==> config.mk <==
export PLATFORM = sky130hd
export DESIGN_NAME = seven_seg_scan_decoder
export DESIGN_NICKNAME = d
export VERILOG_FILES = /design/src/rtl/seven_seg_pkg.sv /design/src/rtl/seven_seg_lookup.sv /design/src/rtl/seven_seg_scan_decoder.sv
export SDC_FILE = /design/constraint.sdc
export NUM_CORES = 1
export LEC_CHECK = 0
export BUFFER_PORTS_ARGS = -buffer_cell sky130_fd_sc_hd__buf_2
export CORE_MARGIN = 5
export CORE_UTILIZATION = 28
export CTS_BUF_LIST = sky130_fd_sc_hd__clkbuf_8
export CTS_CLUSTER_DIAMETER = 200
export DETAILED_ROUTE_END_ITERATION = 10
export PLACE_DENSITY = 0.42
export SYNTH_ARGS = -nofsm -noshare
export SYNTH_HDL_FRONTEND = slang
export SYNTH_SLANG_ARGS = --single-unit
export TNS_END_PERCENT = 30
==> constraint.sdc <==
create_clock -name i_Clk -period 3.4 [get_ports i_Clk]
set_input_delay 0.17 -clock i_Clk [delete_from_list [all_inputs] [get_ports i_Clk]]
set_output_delay 0.17 -clock i_Clk [all_outputs]
set_load 0.02 [all_outputs]
==> src/rtl/seven_seg_pkg.sv <==
`default_nettype none
// ============================================================================
// Module   : seven_seg_pkg
// Purpose  : Shared 7-segment definitions. Provides the segment bus type, the
//            16 hex digit codes and the blank code used by both the display
//            encoder and the scan decoder, plus the scan FSM state type.
// Contents : seg_t, SEG_0..SEG_F, SEG_BLANK, scan_state_t
// Revision : 1.0 - initial release
// ============================================================================
package seven_seg_pkg;

  // Segment bus: bit 6 = A ... bit 0 = G, active-high.
  typedef logic [6:0] seg_t;

  localparam seg_t SEG_0     = 7'h7E;
  localparam seg_t SEG_1     = 7'h30;
  localparam seg_t SEG_2     = 7'h6D;
  localparam seg_t SEG_3     = 7'h79;
  localparam seg_t SEG_4     = 7'h33;
  localparam seg_t SEG_5     = 7'h5B;
  localparam seg_t SEG_6     = 7'h5F;
  localparam seg_t SEG_7     = 7'h70;
  localparam seg_t SEG_8     = 7'h7F;
  localparam seg_t SEG_9     = 7'h7B;
  localparam seg_t SEG_A     = 7'h77;
  localparam seg_t SEG_B     = 7'h1F;
  localparam seg_t SEG_C     = 7'h4E;
  localparam seg_t SEG_D     = 7'h3D;
  localparam seg_t SEG_E     = 7'h4F;
  localparam seg_t SEG_F     = 7'h47;
  localparam seg_t SEG_BLANK = 7'h00;

  typedef enum logic [1:0] {
    ST_IDLE   = 2'd0,
    ST_SETTLE = 2'd1,
    ST_LOCKED = 2'd2
  } scan_state_t;

endpackage : seven_seg_pkg
`default_nettype wire

==> src/rtl/seven_seg_lookup.sv <==
`default_nettype none
// ============================================================================
// Module   : seven_seg_lookup
// Purpose  : Combinational inverse of the hex-to-segment encoder. Maps a
//            segment pattern back to its hex value.
// Ports    : seg   in  7  segment pattern
//            value out 4  decoded hex value (0 when not a legal digit)
//            hit   out 1  pattern is one of the 16 legal digit codes
//            blank out 1  pattern is the all-off blank code
// Revision : 1.0 - initial release
// ============================================================================
module seven_seg_lookup
  import seven_seg_pkg::*;
(
  input  seg_t       seg,
  output logic [3:0] value,
  output logic       hit,
  output logic       blank
);

  always_comb begin
    value = 4'h0;
    hit   = 1'b1;
    blank = (seg == SEG_BLANK);
    case (seg)
      SEG_0:   value = 4'h0;
      SEG_1:   value = 4'h1;
      SEG_2:   value = 4'h2;
      SEG_3:   value = 4'h3;
      SEG_4:   value = 4'h4;
      SEG_5:   value = 4'h5;
      SEG_6:   value = 4'h6;
      SEG_7:   value = 4'h7;
      SEG_8:   value = 4'h8;
      SEG_9:   value = 4'h9;
      SEG_A:   value = 4'hA;
      SEG_B:   value = 4'hB;
      SEG_C:   value = 4'hC;
      SEG_D:   value = 4'hD;
      SEG_E:   value = 4'hE;
      SEG_F:   value = 4'hF;
      default: hit   = 1'b0;
    endcase
  end

endmodule : seven_seg_lookup
`default_nettype wire

==> src/rtl/seven_seg_scan_decoder.sv <==
`default_nettype none
// ============================================================================
// Module   : seven_seg_scan_decoder
// Purpose  : Loopback monitor for a multiplexed 7-segment bus. Synchronizes
//            segments and digit selects, waits for a stable pattern on a
//            one-hot select, then decodes it back into a per-digit nibble and
//            flags illegal patterns.
// Params   : NUM_DIGITS    number of multiplexed digits (1..8)
//            STABLE_CYCLES identical samples required before decode (>= 2)
// Ports    : i_Clk, i_Rst_L (async, active-low)
//            i_Segments    in  7           segment lines, bit 6 = A
//            i_Digit_Sel   in  NUM_DIGITS  one-hot digit enable
//            o_Digits      out 4*NUM_DIGITS decoded nibbles, digit k at [4k+:4]
//            o_Digit_Valid out NUM_DIGITS  digit holds a legal value
//            o_Update      out 1           decode completed pulse
//            o_Update_Idx  out 3           digit index of o_Update
//            o_Bad_Pattern out 1           decode found an illegal pattern
//            o_Err_Count   out 8           saturating illegal-pattern count
// Macro    : SEG_DEC_ERR_CNT_EN - implements the error counter; when
//            undefined o_Err_Count is tied to zero.
// Revision : 1.0 - initial release
// ============================================================================
module seven_seg_scan_decoder
  import seven_seg_pkg::*;
#(
  parameter int NUM_DIGITS    = 4,
  parameter int STABLE_CYCLES = 16
) (
  input  logic                    i_Clk,
  input  logic                    i_Rst_L,
  input  seg_t                    i_Segments,
  input  logic [NUM_DIGITS-1:0]   i_Digit_Sel,
  output logic [4*NUM_DIGITS-1:0] o_Digits,
  output logic [NUM_DIGITS-1:0]   o_Digit_Valid,
  output logic                    o_Update,
  output logic [2:0]              o_Update_Idx,
  output logic                    o_Bad_Pattern,
  output logic [7:0]              o_Err_Count
);

  localparam int CNT_W = $clog2(STABLE_CYCLES + 1);

  // Two-flop synchronizer (meta -> s) and previous-sample register (p).
  seg_t                  seg_meta, seg_s, seg_p;
  logic [NUM_DIGITS-1:0] sel_meta, sel_s, sel_p;

  scan_state_t           state;
  logic [CNT_W-1:0]      cnt;

  logic                  sel_onehot;
  logic                  same_sample;
  logic [2:0]            sel_idx;
  logic                  decode_fire;
  logic                  bad_fire;

  logic [3:0]            lk_value;
  logic                  lk_hit;
  logic                  lk_blank;

  always_ff @(posedge i_Clk or negedge i_Rst_L) begin
    if (!i_Rst_L) begin
      seg_meta <= '0;
      sel_meta <= '0;
      seg_s    <= '0;
      sel_s    <= '0;
      seg_p    <= '0;
      sel_p    <= '0;
    end else begin
      seg_meta <= i_Segments;
      sel_meta <= i_Digit_Sel;
      seg_s    <= seg_meta;
      sel_s    <= sel_meta;
      seg_p    <= seg_s;
      sel_p    <= sel_s;
    end
  end

  // Clearing the lowest set bit leaves zero only for a single-bit vector.
  assign sel_onehot  = (sel_s != '0) && ((sel_s & (sel_s - 1'b1)) == '0);
  assign same_sample = (seg_s == seg_p) && (sel_s == sel_p);

  always_comb begin
    sel_idx = '0;
    for (int k = 0; k < NUM_DIGITS; k++) begin
      if (sel_s[k]) sel_idx = 3'(k);
    end
  end

  seven_seg_lookup u_lookup (
    .seg   (seg_s),
    .value (lk_value),
    .hit   (lk_hit),
    .blank (lk_blank)
  );

  // The sample that brings cnt to STABLE_CYCLES is the locking one.
  assign decode_fire = sel_onehot && same_sample && (state == ST_SETTLE) &&
                       (cnt == CNT_W'(STABLE_CYCLES - 1));
  assign bad_fire    = decode_fire && !lk_hit && !lk_blank;

  always_ff @(posedge i_Clk or negedge i_Rst_L) begin
    if (!i_Rst_L) begin
      state         <= ST_IDLE;
      cnt           <= '0;
      o_Digits      <= '0;
      o_Digit_Valid <= '0;
      o_Update      <= 1'b0;
      o_Update_Idx  <= '0;
      o_Bad_Pattern <= 1'b0;
    end else begin
      o_Update      <= 1'b0;
      o_Bad_Pattern <= 1'b0;
      if (!sel_onehot) begin
        state <= ST_IDLE;
        cnt   <= '0;
      end else if (!same_sample) begin
        state <= ST_SETTLE;
        cnt   <= CNT_W'(1);
      end else begin
        case (state)
          ST_SETTLE: begin
            if (decode_fire) begin
              state         <= ST_LOCKED;
              cnt           <= CNT_W'(STABLE_CYCLES);
              o_Update      <= 1'b1;
              o_Update_Idx  <= sel_idx;
              o_Bad_Pattern <= bad_fire;
              for (int k = 0; k < NUM_DIGITS; k++) begin
                if (sel_s[k]) begin
                  // Blank and illegal both leave the stored nibble alone.
                  if (lk_hit) begin
                    o_Digits[4*k +: 4] <= lk_value;
                    o_Digit_Valid[k]   <= 1'b1;
                  end else begin
                    o_Digit_Valid[k]   <= 1'b0;
                  end
                end
              end
            end else begin
              cnt <= cnt + 1'b1;
            end
          end
          default: begin
            state <= state;
            cnt   <= cnt;
          end
        endcase
      end
    end
  end

`ifdef SEG_DEC_ERR_CNT_EN
  logic [7:0] err_cnt;

  always_ff @(posedge i_Clk or negedge i_Rst_L) begin
    if (!i_Rst_L) begin
      err_cnt <= '0;
    end else if (bad_fire && (err_cnt != 8'hFF)) begin
      err_cnt <= err_cnt + 8'd1;
    end
  end

  assign o_Err_Count = err_cnt;
`else
  assign o_Err_Count = '0;
`endif

endmodule : seven_seg_scan_decoder
`default_nettype wire
Word level (Yosys, flattened, before mapping)
Cells that the tools add are included.
{"block": "op_classes", "add_sub_neg": 2, "muxes": 22, "n_eq_ne": 22, "bitwise_logic": 1, "n_reduce_logical": 23}
{"op": "equality test 7 bit (second input constant)", "count": 12}
{"op": "case mux 4 bit (15 select lines)", "count": 1}
{"op": "AND reduction 6 bit", "count": 4}
{"op": "equality test 7 x 6 -> 1 bit (second input constant)", "count": 3}
{"op": "2-to-1 mux 5 bit", "count": 4}
{"op": "AND reduction 5 bit", "count": 4}
{"op": "OR reduction 16 bit", "count": 1}
{"op": "2-to-1 mux 1 bit", "count": 11}
{"op": "2-to-1 mux 2 bit", "count": 4}
{"op": "equality test 7 x 5 -> 1 bit (second input constant)", "count": 1}
{"op": "equality test 7 bit", "count": 1}
{"op": "logical AND 1 bit", "count": 7}
{"op": "zero test 7 bit", "count": 1}
{"op": "2-to-1 mux 3 bit", "count": 2}
{"op": "!= test 3 x 2 -> 1 bit (second input constant)", "count": 2}
{"op": "adder 5 x 1 -> 5 bit (second input constant)", "count": 1}
{"op": "equality test 5 x 4 -> 1 bit (second input constant)", "count": 1}
{"op": "bitwise AND 4 bit", "count": 1}
{"op": "equality test 4 bit", "count": 1}
{"op": "zero test 4 bit", "count": 1}
{"op": "AND reduction 4 bit", "count": 1}
{"op": "nonzero test 4 bit", "count": 1}
{"op": "subtractor 4 x 1 -> 4 bit (second input constant)", "count": 1}
{"op": "equality test 2 x 1 -> 1 bit (second input constant)", "count": 1}
{"op": "2 further kinds", "count": 3}
{"block": "totals", "in_bits": 13, "ff_bits": 65, "wordCells": 89}

Depth between registers and ports, before layout
{"block": "depth", "word_depth": 13, "mapped_depth": 9}

Modules after synthesis
From an unflattened synthesis, not the netlist that was laid out.
{"block": "hier_totals", "cells_unflattened": 229, "hier_area_um2": 2880.3}
{"mod": "seven_seg_scan_decoder", "n_inst": 1, "cells_per_inst": 172, "area_per_inst_um2": 2498.6, "seq_area_each_um2": 1601.5}
{"mod": "seven_seg_lookup", "n_inst": 1, "cells_per_inst": 57, "area_per_inst_um2": 381.6, "seq_area_each_um2": 0.0}

Worst setup path after synthesis
Ideal clock, no wire load.
{"block": "synth_path", "kind": "register to register", "start": "register sel_s[3]", "end": "register o_Digits[10]", "stages_incl_launch_ff": 8, "required_ps": 3275, "n_path_buf": 2, "slack_ps": 787, "arrival_time_ps": 2488, "setup_ps": 125, "synth_period_minus_slack_ps": 2613, "cell_sequence": "dfrtp_1 > buf_6 > or4b_1 > o311a_2 > or4_4 > buf_6 > a311oi_4 > mux2_2"}
{"block": "synth_via", "elab_chain_cells": 8, "elab_cells_between_ends": 11, "classes_between": "add/sub: 1; eq/ne: 1; bitwise: 1; reduce/logical: 8"}
{"item": "start: declaration", "line": "seven_seg_scan_decoder.sv:45", "source": "logic [NUM_DIGITS-1:0] sel_meta, sel_s, sel_p;"}
{"item": "start signal: assignment", "line": "seven_seg_scan_decoder.sv:72", "source": "sel_s <= sel_meta;"}
{"item": "subtractor 4 x 1 -> 4 bit", "line": "seven_seg_scan_decoder.sv:79", "source": "assign sel_onehot = (sel_s != '0) && ((sel_s & (sel_s - 1'b1)) == '0);"}
{"item": "bitwise AND 4 bit", "line": "seven_seg_scan_decoder.sv:79"}
{"item": "zero test 4 bit", "line": "seven_seg_scan_decoder.sv:79"}
{"item": "logical AND 1 bit", "line": "seven_seg_scan_decoder.sv:79"}
{"item": "logical AND 1 bit (3 in series)", "line": "seven_seg_scan_decoder.sv:97", "source": "assign decode_fire = sel_onehot && same_sample && (state == ST_SETTLE) &&"}
{"item": "AND reduction 6 bit (no line) *"}
{"item": "end signal: indexed assignment", "line": "seven_seg_scan_decoder.sv:132", "source": "o_Digits[4*k +: 4] <= lk_value;"}
{"item": "end: declaration", "line": "seven_seg_scan_decoder.sv:33", "source": "output logic [4*NUM_DIGITS-1:0] o_Digits,"}
Every way passes the cells marked *; elsewhere a longest branch is shown, timed or not.
A chain may end at the register's enable or synchronous reset.

Final worst setup path
{"block": "layout_path", "start": "register cnt[0]", "end": "register o_Digits[3]"}
{"block": "layout_via", "elab_chain_cells": 3}
{"item": "start: declaration", "line": "seven_seg_scan_decoder.sv:48", "source": "logic [CNT_W-1:0] cnt;"}
{"item": "start signal: assignment", "line": "seven_seg_scan_decoder.sv:124", "source": "cnt <= CNT_W'(STABLE_CYCLES);"}
{"item": "start signal: assignment", "line": "seven_seg_scan_decoder.sv:140", "source": "cnt <= cnt + 1'b1;"}
{"item": "start signal: assignment", "line": "seven_seg_scan_decoder.sv:145", "source": "cnt <= cnt;"}
{"item": "equality test 5 x 4 -> 1 bit", "line": "seven_seg_scan_decoder.sv:98", "source": "(cnt == CNT_W'(STABLE_CYCLES - 1));"}
{"item": "logical AND 1 bit", "line": "seven_seg_scan_decoder.sv:97"}
{"item": "AND reduction 6 bit (no line)"}
No other way between the ends.

==> flow_metrics.env <==
export IMPL_status="completed"
export IMPL_cp_common_cell="ha_1"
export IMPL_r2r_start="cnt[0]$_DFFE_PN0P_"
export IMPL_insertion_delay_ns=0.34
export IMPL_cts_reportedPaths_clkPinSlew_ns=0.07
export IMPL_portBuffers=36
export IMPL_diodes=0
export IMPL_final_common_cell="dfrtp_1"
export IMPL_antenna_found_initial=0
export IMPL_timing_final_crit_share=0.8450
export IMPL_fin_nets=297
export IMPL_post_cts_resized=0
export IMPL_start_util=0.2864
export IMPL_min_to="seg_s[6]$_DFF_PN0_"
export IMPL_htreeDepth=3
export IMPL_max_cap_viol_count=0
export IMPL_cp_arrival_ns=3.10
export IMPL_die_area_um2=12050
export IMPL_synth_seq_cells=64
export IMPL_hold_class="reg2reg"
export IMPL_rrSetupSlack_ns=0.53
export IMPL_io_pins=46
export IMPL_ys_warn_count=0
export IMPL_slew_violations=0
export IMPL_dr_pass1_iters=4
export IMPL_grt_remaining_overflow=0
export IMPL_hold_slack_ns=0.3495
export IMPL_vias=1888
export IMPL_ys_types=46
export IMPL_cp_required_ns=3.63
export IMPL_gp_routability_congestion=0.7191
export IMPL_fp_dieH_um=109.8
export IMPL_wl_per_cell_um=13.29
export IMPL_final_hold_viol_count=0
export IMPL_groute_usage_overall=0.1044
export IMPL_dp_hpwl_mm=3.876
export IMPL_whs_path_depth=0
export IMPL_cts_made_buffers=9
export IMPL_ys_flop_type="dfrtp_1"
export IMPL_critical_path_max_stage_delay_ns=0.54
export IMPL_synth_edf_count=0
export IMPL_endpoint_kind="flop"
export IMPL_dpl_cell_count=392
export IMPL_fin_crit_ns=2.873
export IMPL_netlist_top_cell_by_area="dfrtp_1"
export IMPL_syn_inst=232
export IMPL_setup_viol=0
export IMPL_core_area_um2=9729
export IMPL_path_cells="ha_1 -> and3_1 -> ha_1 -> and3b_1 -> nand4_1 -> or4_4 -> a311oi_2 -> mux2_4"
export IMPL_grt_pass1_wl_mm=9.570
export IMPL_tightestPinTransition_ns=0.9360
export IMPL_cellLeakagePower_nw=1.573
export IMPL_min_from="seg_meta[6]$_DFF_PN0_"
export IMPL_relSlewSlack=0.3760
export IMPL_r2r_cells=8
export IMPL_drcViolationCount=0
export IMPL_row_count=36
export IMPL_drt_wl_total_mm=5.583
export IMPL_cp_slowest_cell="or4_4"
export IMPL_skew_ns=0.005004
export IMPL_syn_area_um2=2786
export IMPL_die_width_um=109.8
export IMPL_grt_setup_unrepaired="false"
export IMPL_setup_tns_ns=0
export IMPL_grt_max_degree=37
export IMPL_drt_iter0_drc=44
export IMPL_ys_top_cells_by_area="dfrtp_1 (57%), mux2_2 (4.8%), xnor2_1 (4.1%)"
export IMPL_cts_root_buf="clkbuf_8"
export IMPL_cp_start_kind="flop"
export IMPL_syn_avg_cell_area_um2=12.01
export IMPL_area_growth_pct=23.26
export IMPL_instances_no_fill=420
export IMPL_ant_nets=0
export IMPL_fin_util=0.3530
export IMPL_synth_top_area_share=0.5748
export IMPL_power_density_nw_per_um2=502.8
export IMPL_async_flop_share=1.000
export IMPL_layout_drive_gt1_share=0.2648
export IMPL_cp_max_fo=10
export IMPL_power_total_w=0.001727
export IMPL_synth_yosys_seq_area_share=0.5748
export IMPL_via_per_inst=4.495
export IMPL_regToRegEndpoint="o_Digits[3]$_DFFE_PN0P_"
export IMPL_criticalPathCategory="reg2reg"
export IMPL_ir_worst_vdd_mv=0.2885
export IMPL_cts_max_path_buffers=2
export IMPL_cts_tree="yes"
export IMPL_clock_fmax_mhz=348.1
export IMPL_final_cell_mix="dfrtp_1 (64), buf_2 (36), xnor2_1 (13)"
export IMPL_cts_sinks=64
export IMPL_grt_pass1_vias=1851
per-stage QoR:
| stage | setup slack [ns] | instance area [um^2] |
|---|---|---|
| 5_1_grt | 0.2937 | 3435 |
| 3_3_place_gp | 0.6061 | 3062 |
| 2_1_floorplan | 0.7872 | 2816 |
| 4_1_cts | 0.5227 | 3435 |
| 6_report | 0.5270 | 3435 |
| 3_5_place_dp | 0.5416 | 3062 |
final cells by class:
type	instances	area, um^2
sequential	64	1602
multi-input combinational	144	1046
tap	133	166.4
timing repair buffer	51	322.8
clock inverter	6	115.1
inverter	12	45.04
fill	983	6295
clock buffer	10	137.6
where the power goes:
group          internal [W]  total (W)  switching, W
Combinational     0.0000409  0.0000967     0.0000558
Clock              0.000511   0.000819      0.000308
Sequential         0.000783   0.000812     0.0000290
Total               0.00133    0.00173      0.000393
flip-flops by register name, summed over array words and instances, names as in the netlist:
register and cells:
o_Digit_Valid 4, sel_p 4, o_Update_Idx 2, sel_meta 4
seg_meta 7, o_Update 1, seg_s 7, sel_s 4
state 2, o_Bad_Pattern 1, o_Digits 16, seg_p 7
cnt 5
critical path: cells and delay by family (launching register included):
| kind | cells | cell delay (ns) |
|---|---|---|
| mux | 1 | 0.34 |
| fa+ha+maj | 2 | 0.48 |
| compound gates | 1 | 0.49 |
| flops | 1 | 0.41 |
| simple gates | 4 | 1.03 |
repair_timing:
| action | CTS | global route |
|---|---|---|
| hold endpoints to repair | 45 | 0 |
| hold buffers | 12 | 0 |
| buffers inserted | 0 | 0 |
per-layer routing:
metal	global-route usage	wire (um)
met5	0	0
met4	0.04809	91
met3	0.03406	362
met2	0.1543	2578
met1	0.1383	2552
worst max path at each step:
stage / startpoint / end / cells past startpoint
finish: cnt[0]$_DFFE_PN0P_ / o_Digits[3]$_DFFE_PN0P_ / 8
global route: cnt[0]$_DFFE_PN0P_ / o_Digits[3]$_DFFE_PN0P_ / 8
CTS: cnt[0]$_DFFE_PN0P_ / o_Digits[3]$_DFFE_PN0P_ / 8
detailed placement: cnt[0]$_DFFE_PN0P_ / o_Digits[3]$_DFFE_PN0P_ / 8
global placement: cnt[0]$_DFFE_PN0P_ / o_Digits[3]$_DFFE_PN0P_ / 8
floorplan: sel_s[3]$_DFF_PN0_ / o_Digits[10]$_DFFE_PN0P_ / 7
synthesized netlist by cell type, drive strengths merged, types with 2 or more instances:
cell type / instances
a21oi: 11
a311oi: 5
buf: 11
clkbuf: 9
dfrtp: 64
ha: 2
inv: 12
mux2: 13
nand2: 12
nand2b: 8
nand3: 5
nand3b: 2
nand4: 7
nor2: 8
nor2b: 3
nor3: 4
nor4: 4
o211ai: 2
o21ai: 10
o2bb2ai: 4
or4: 4
or4b: 2
xnor2: 13
cell families (layout without fill, tap and decap cells):
logic type | Yosys count | after routing | share of synthesized area
buffers and inverters | 32 | 79 | 0.06062
AO/OA/AOI/OAI | 42 | 42 | 0.1212
XOR/XNOR | 13 | 13 | 0.04086
other | 1 | 9 | 0.001346
flip-flops | 64 | 64 | 0.5748
adder cells (fa/ha/maj) | 2 | 2 | 0.008979
multiplexers | 13 | 13 | 0.05388
AND/OR/NAND/NOR | 65 | 65 | 0.1383
Power figures use the tool's default switching activity.
